### config.mk
export PLATFORM = sky130hd
export DESIGN_NAME = pipe_stage_reg
export DESIGN_NICKNAME = d
export VERILOG_FILES = /design/src/rtl/pipe_stage_reg.sv
export SDC_FILE = /design/constraint.sdc
export NUM_CORES = 1
export LEC_CHECK = 0
export BUFFER_PORTS_ARGS = -buffer_cell sky130_fd_sc_hd__buf_2
export CAP_MARGIN = 20
export CORE_ASPECT_RATIO = 0.9
export CORE_MARGIN = 2
export CORE_UTILIZATION = 27
export CTS_BUF_LIST = sky130_fd_sc_hd__clkbuf_8
export DETAILED_ROUTE_END_ITERATION = 12
export GPL_TIMING_DRIVEN = 0
export SLEW_MARGIN = 20
export SYNTH_ARGS = -nofsm -noshare
export SYNTH_HDL_FRONTEND = slang
export SYNTH_SLANG_ARGS = --single-unit
### constraint.sdc
create_clock -name clk -period 3.85 [get_ports clk]
set_input_delay 0 -clock clk [delete_from_list [all_inputs] [get_ports clk]]
set_output_delay 0 -clock clk [all_outputs]
set_load 0.005 [all_outputs]
### src/rtl/pipe_stage_reg.sv
// ---------------------------------------------------------------------------
// pipe_stage_reg
//
// Inter-stage register for the five-stage pipeline. One instance sits between
// each pair of stages (IF/ID, ID/EX, EX/MEM, MEM/WB). The datapath fields are
// concatenated into in_data and the control group into in_ctrl.
//
// Storage is a main register, which drives out_*, plus a skid register that
// catches the one extra entry arriving on the cycle downstream stalls. Since
// in_ready is a flop, a stall never creates a combinational out_ready ->
// in_ready path.
//
// Handshake: a transfer happens on a rising edge where valid and ready are
// both 1 on that side. The producer holds valid and its payload stable until
// the transfer happens. Ready can be sampled without looking at valid.
//
// Ports
//   clk        in   rising-edge clock
//   rst_n      in   asynchronous active-low reset
//   flush      in   synchronous squash of every held entry (wins over all)
//   in_valid   in   upstream presents an instruction
//   in_ready   out  stage can accept (registered)
//   in_data    in   upstream payload
//   in_ctrl    in   upstream control group
//   out_valid  out  downstream instruction valid
//   out_ready  in   downstream accepts
//   out_data   out  payload; holds its last value while out_valid=0
//   out_ctrl   out  control group; forced to 0 while out_valid=0 (bubble)
//   occupancy  out  number of held entries: 0, 1 or 2
// ---------------------------------------------------------------------------
module pipe_stage_reg #(
   parameter int DATA_W = 32,
   parameter int CTRL_W = 8
) (
   input  logic              clk,
   input  logic              rst_n,
   input  logic              flush,
   input  logic              in_valid,
   output logic              in_ready,
   input  logic [DATA_W-1:0] in_data,
   input  logic [CTRL_W-1:0] in_ctrl,
   output logic              out_valid,
   input  logic              out_ready,
   output logic [DATA_W-1:0] out_data,
   output logic [CTRL_W-1:0] out_ctrl,
   output logic [1:0]        occupancy
);

   // The state is nothing more than the two valid bits, {skid, main}.
   // Skid valid without main valid is unreachable.
   typedef enum logic [1:0] {
      ST_EMPTY = 2'b00,
      ST_ONE   = 2'b01,
      ST_FULL  = 2'b11
   } state_e;

   // Held entries
   logic              main_valid_q, main_valid_d;
   logic [DATA_W-1:0] main_data_q,  main_data_d;
   logic [CTRL_W-1:0] main_ctrl_q,  main_ctrl_d;
   logic              skid_valid_q, skid_valid_d;
   logic [DATA_W-1:0] skid_data_q,  skid_data_d;
   logic [CTRL_W-1:0] skid_ctrl_q,  skid_ctrl_d;
   logic              in_ready_q,   in_ready_d;

   // Decoded state, kept as a named signal so it can be probed and bound to
   state_e state_q;
   state_e state_d;

   logic in_fire;
   logic out_fire;

   assign state_q  = state_e'({skid_valid_q, main_valid_q});
   assign state_d  = state_e'({skid_valid_d, main_valid_d});
   assign in_fire  = in_valid & in_ready_q;
   assign out_fire = main_valid_q & out_ready;

   // ------------------------------------------------------------------------
   // State register
   // ------------------------------------------------------------------------
   always_ff @(posedge clk or negedge rst_n) begin
      if (!rst_n) begin
         main_valid_q <= 1'b0;
         main_data_q  <= '0;
         main_ctrl_q  <= '0;
         skid_valid_q <= 1'b0;
         skid_data_q  <= '0;
         skid_ctrl_q  <= '0;
         in_ready_q   <= 1'b1;
      end else begin
         main_valid_q <= main_valid_d;
         main_data_q  <= main_data_d;
         main_ctrl_q  <= main_ctrl_d;
         skid_valid_q <= skid_valid_d;
         skid_data_q  <= skid_data_d;
         skid_ctrl_q  <= skid_ctrl_d;
         in_ready_q   <= in_ready_d;
      end
   end

   // ------------------------------------------------------------------------
   // Next-state logic
   // ------------------------------------------------------------------------
   always_comb begin
      main_valid_d = main_valid_q;
      main_data_d  = main_data_q;
      main_ctrl_d  = main_ctrl_q;
      skid_valid_d = skid_valid_q;
      skid_data_d  = skid_data_q;
      skid_ctrl_d  = skid_ctrl_q;

      if (flush) begin
         // Squash drops everything, including a same-cycle accept. Payload
         // registers keep their contents; only the valid bits matter.
         main_valid_d = 1'b0;
         skid_valid_d = 1'b0;
      end else begin
         case (state_q)
            ST_EMPTY: begin
               if (in_fire) begin
                  main_valid_d = 1'b1;
                  main_data_d  = in_data;
                  main_ctrl_d  = in_ctrl;
               end
            end
            ST_ONE: begin
               if (in_fire && out_fire) begin
                  // Streaming: the new entry replaces the departing one
                  main_data_d = in_data;
                  main_ctrl_d = in_ctrl;
               end else if (in_fire) begin
                  // Downstream stalled: park the newer entry behind main
                  skid_valid_d = 1'b1;
                  skid_data_d  = in_data;
                  skid_ctrl_d  = in_ctrl;
               end else if (out_fire) begin
                  main_valid_d = 1'b0;
               end
            end
            ST_FULL: begin
               // in_ready is low here, so only the output side can move
               if (out_fire) begin
                  main_data_d  = skid_data_q;
                  main_ctrl_d  = skid_ctrl_q;
                  skid_valid_d = 1'b0;
               end
            end
            default: begin
               main_valid_d = 1'b0;
               skid_valid_d = 1'b0;
            end
         endcase
      end

      // Ready for the next cycle follows the skid slot being free after this
      // edge, which is what makes in_ready a plain flop.
      in_ready_d = ~skid_valid_d;
   end

   // ------------------------------------------------------------------------
   // Outputs
   // ------------------------------------------------------------------------
   always_comb begin
      out_valid = main_valid_q;
      out_data  = main_data_q;
      // Bubble insertion: an invalid slot must never carry live control bits
      out_ctrl  = main_ctrl_q & {CTRL_W{main_valid_q}};
      in_ready  = in_ready_q;
      occupancy = {1'b0, main_valid_q} + {1'b0, skid_valid_q};
   end

endmodule

Word level (Yosys, flattened, before mapping)
Index checks and enable logic that the tools add are counted.
{"block": "word_totals", "output_inout_bits": 44, "input_bits": 45, "register_bits": 83, "word_cells": 49}
{"block": "op_classes", "muxes": 19, "bitwise": 6, "reduce_logical": 6, "eq_ne": 10, "n_addsub": 1}
{"op": "$mux 32", "count": 3}
{"op": "$pmux 32 s3", "count": 1}
{"op": "$mux 8", "count": 3}
{"op": "$pmux 8 s3", "count": 1}
{"op": "$ne 3x3->1 const B", "count": 4}
{"op": "$reduce_and 5->1", "count": 2}
{"op": "$mux 1", "count": 9}
{"op": "$and 8x8->8", "count": 1}
{"op": "$ne 2x2->1 const B", "count": 4}
{"op": "$pmux 1 s3", "count": 2}
{"op": "$reduce_and 4->1", "count": 1}
{"op": "$not 1->1", "count": 3}
{"op": "$reduce_bool 3->1", "count": 1}
{"op": "$add 1x1->2", "count": 1}
{"op": "$and 1x1->1", "count": 2}
{"op": "$eq 2x1->1 const B", "count": 1}
{"op": "$eq 2x2->1 const B", "count": 1}
{"op": "$logic_not 2->1", "count": 1}
{"op": "$logic_and 1x1->1", "count": 1}

Longest topological paths before layout
{"block": "logic_depth", "ltp_word": 6, "mapped_depth": 7, "mapped_depth_nobuf": 5}

Least setup slack after synthesis
No wires, ideal clock.
{"block": "synth_path", "kind": "reg-to-reg", "from": "reg main_valid_q (netlist: out_valid)", "to": "reg main_ctrl_q[0]", "setup_ps": 125, "required_ps": 3725, "path_stages_with_launch": 8, "period_less_slack_ps": 1823, "t_arrival_ps": 1699, "slack_ps": 2027, "path_buffers": 2, "cell_sequence": "dfrtp_1 > clkbuf_1 > inv_1 > ha_1 > nor2_1 > o221ai_2 > buf_6 > mux2_2"}
{"block": "synth_via", "elab_chain_cells": 4, "elab_cells_between_ends": 11, "classes_between": "5 x eq/ne; 1 x mux; 1 x bitwise; 4 x reduce/logical"}
{"element": "start, declared", "line_no": "58", "text": "logic main_valid_q, main_valid_d;"}
{"element": "start signal, assigned", "line_no": "91", "text": "main_valid_q <= main_valid_d;"}
{"element": "$and 1x1->1", "line_no": "76", "text": "assign out_fire = main_valid_q & out_ready;"}
{"element": "$logic_and 1x1->1", "line_no": "127", "text": "if (in_fire && out_fire) begin"}
{"element": "$ne 2x2->1 (no line)"}
{"element": "$reduce_and 5->1 (no line)"}
{"element": "end signal, assigned", "line_no": "93", "text": "main_ctrl_q <= main_ctrl_d;"}
{"element": "end, declared", "line_no": "60", "text": "logic [CTRL_W-1:0] main_ctrl_q, main_ctrl_d;"}
Several ways; a longest one is shown, not always the timed one.
A chain may end at the register's enable or synchronous reset.

Final worst setup path
{"block": "layout_path", "from": "reg main_valid_q (netlist: out_valid)", "to": "reg main_ctrl_q[7]"}
The elaborated chain is that of the path after synthesis.

==> results by group <==
Outcome
  – Status: completed

Final layout
  – Commonest non-fill, non-tap cell in the layout: mux2_2
  – Area Overhead vs Synth: 34.4%
  – Final instance area: 5030 sq um
  – Filler Cells Inserted: 1306
  – Nets@finish: 439
  – Layout cells sized above 1: 60.3%
  – Inserted Diodes: 0
  – Final core occ: 37.4%
  – Commonest cells after routing, fill and taps aside: 118 x mux2_2, 96 x buf_2, 82 x dfrtp_1, 42 x dlygate4sd3_1

Yosys
  – Async S/R FF share, synth: 100%
  – Gate count after technology mapping: 248
  – Synth Register Bits: 83
  – Syn avg cell area: 15.1 sq um
  – Synthesis Warnings: 0
  – Number of synthesized flops with an enable pin: 0
  – Yosys cell types: 22
  – Post-Syn Area: 3740 sq um
  – Synthesized Nets: 297
  – Dominant synthesized flop cell: dfrtp_1
  – Sequential share of the synthesized area: 55.5%

Floorplanning
  – Io pins: 89
  – Core ar.: 13500 sq um
  – Chip width: 128 um
  – Die footprint: 14800 sq um
  – Die Ht: 116 um
  – Standard-cell rows: 40
  – Initial core utilization: 27.8%

Routing
  – Wirelength per Cell: 14.8 um
  – Vias: 2478
  – Total Wirelength: 8340 um
  – Drt via density: 4.40
  – DRC: 0
  – ANT nets after route: 0
  – DR pass1 iterations: 2
  – Initial drt markers: 42

Critical path
  – WP data arrival: 2.63 ns
  – Kind of critical path: reg2reg
  – CP endpoint kind: register
  – Worst EP required: 4.10 ns
  – Worst r2r src: out_valid
  – CP max FO: 10
  – Crit path launch: out_valid
  – Startpoint Class: register

STA
  – Slew headroom: 57.7%
  – Fmax: 0.420 GHz
  – Final Setup Violations: 0
  – Final Slew Violations: 0
  – Worst slew pin tran: 0.635 ns
  – Tmin final: 2.38 ns
  – Fin. Hold Viols: 0
  – Worst setup margin: 1.47 ns
  – Clk_skew: 0.0137 ns
  – Setup_tns: 0 ns
  – RSZ-0062 raised after global routing: no
  – Fraction of the cycle the final worst path needs: 61.9%

GRT
  – Largest net degree at the start of global routing: 44
  – Initial antenna violation count: 0
  – Overall routing resource usage: 11.7%
  – Vias in the first global route: 2484
  – First-pass GRT wire length: 12800 um
  – GRT Residual Overflow: 0

Power
  – Net Sw Power: 0.000823 W
  – Share of power burned in registers: 49.6%
  – Comb pwr share: 29.5%
  – Clk pwr share: 20.9%
  – Pint: 0.00216 W
  – Switching Fraction: 27.6%
  – PD cells: 593 nW/um^2
  – Leakage: 2.27 nW
  – Peak supply drop: 0.251 mV

Placed design
  – Placed Instance Area: 4420 sq um
  – Post-DP HPWL: 5630 um
  – IO Port Bufs: 88
  – Pre-CTS setup slack: 1.46 ns
  – Placer Congestion: 0.734

Job
  – Max-cap viol count: 0

Clock tree
  – CTS tree: done
  – Max Root-Sink Buffers: 2
  – TritonCTS Sinks: 83
  – Root Driver: clkbuf_8
  – Clk Latency, worst-skew pair: 0.37 ns
  – Clock Pin Slew Worst Setup and Hold Paths: 0.08 ns
  – H-tree levels: 3
  – TritonCTS Buffers: 9
  – CTS-repair resized insts: 0

Hold path
  – Hold Path Class: in2reg
  – Worst hold start: out_ready
registers in the layout (all words and copies together), names as in the netlist:
register,cells
in_ready,1
skid_data_q,32
main_ctrl_q,8
skid_valid_q,1
out_valid,1
skid_ctrl_q,8
out_data,32
per-stage QoR:
stage,hold slack (ns),power [W],std cells
floorplan,-0.296,0.00199,248
global placement,0.205,0.00230,504
detailed placement,0.0258,0.00237,505
CTS,0.0394,0.00305,563
global route,0.0640,0.00320,563
finish,0.0778,0.00298,563
layout make-up:
| class | count | area, sq um | area share (%) |
|---|---|---|---|
| Inverter | 2 | 7.51 | 0.149 |
| Clock buffer | 10 | 138 | 2.74 |
| Sequential cell | 83 | 2080 | 41.3 |
| Multi-Input combinational cell | 149 | 1560 | 31.1 |
| Clock inverter | 6 | 56.3 | 1.12 |
| Timing Repair Buffer | 131 | 883 | 17.6 |
| Tap cell | 168 | 210 | 4.18 |
| Buffer | 14 | 93.8 | 1.87 |
routing by layer:
layer	GRT usage [%]	vias to the layer above	wire length, um
met1	13.9	1242	3760
li1	-	1169	-
met2	19.4	58	4010
met5	0	-	0
met3	5.08	9	449
met4	3.74	0	117
power by group through the flow:
stage | registers [W] | clock network, W | logic [W]
6_report | 0.00148 | 0.000623 | 0.000880
5_1_grt | 0.00153 | 0.000703 | 0.000973
2_1_floorplan | 0.00147 | 0 | 0.000524
3_3_place_gp | 0.00146 | 0 | 0.000839
3_5_place_dp | 0.00150 | 0 | 0.000868
4_1_cts | 0.00148 | 0.000667 | 0.000903
worst paths after layout:
check,to,cells after the start,slack [ns]
max in group asynchronous,in_ready,3,3.01
hold / removal,skid_valid_q,4,0.08
min in group asynchronous,out_data[28],2,0.15
setup reg to reg,main_ctrl_q[7],7,1.47
hold reg to reg,main_ctrl_q[7],1,0.49
setup / recovery,main_ctrl_q[7],7,1.47
worst max-delay path: stages, from the launching register on:
cell	delay, ns
dfrtp_1	0.48
clkbuf_1	0.53
inv_1	0.14
ha_1	0.27
nor2_1	0.15
o221ai_2	0.18
buf_6	0.20
mux2_1	0.31
timing repair:
action / 4_1_cts / 5_1_grt
endpoints found under the setup margin: 0 / 0
endpoints found under the hold margin: 122 / 0
buffers inserted: 0 / 0
hold buffers: 42 / 0
cell families after synthesis:
logic type               count (synthesis)  share of synthesized area (%)
AO/OA/AOI/OAI                            8                           1.70
AND/OR/NAND/NOR                         17                           2.61
adder cells (fa/ha/maj)                  4                           1.34
multiplexers                           120                           36.1
buffers and inverters                   16                           2.71
flip-flops                              83                           55.5
synth_stat cells, types with 2 or more instances:
library cell  number  share of area, %
nor2_1             3              0.30
a21boi_0           2              0.40
mux2_2           118                36
buf_6              4               1.2
and2_1            10               1.7
buf_2              9               1.2
inv_1              2              0.20
dfrtp_1           82                55
ha_1               4               1.3
mux2_1             2              0.60
Power figures use the tool's default switching activity.
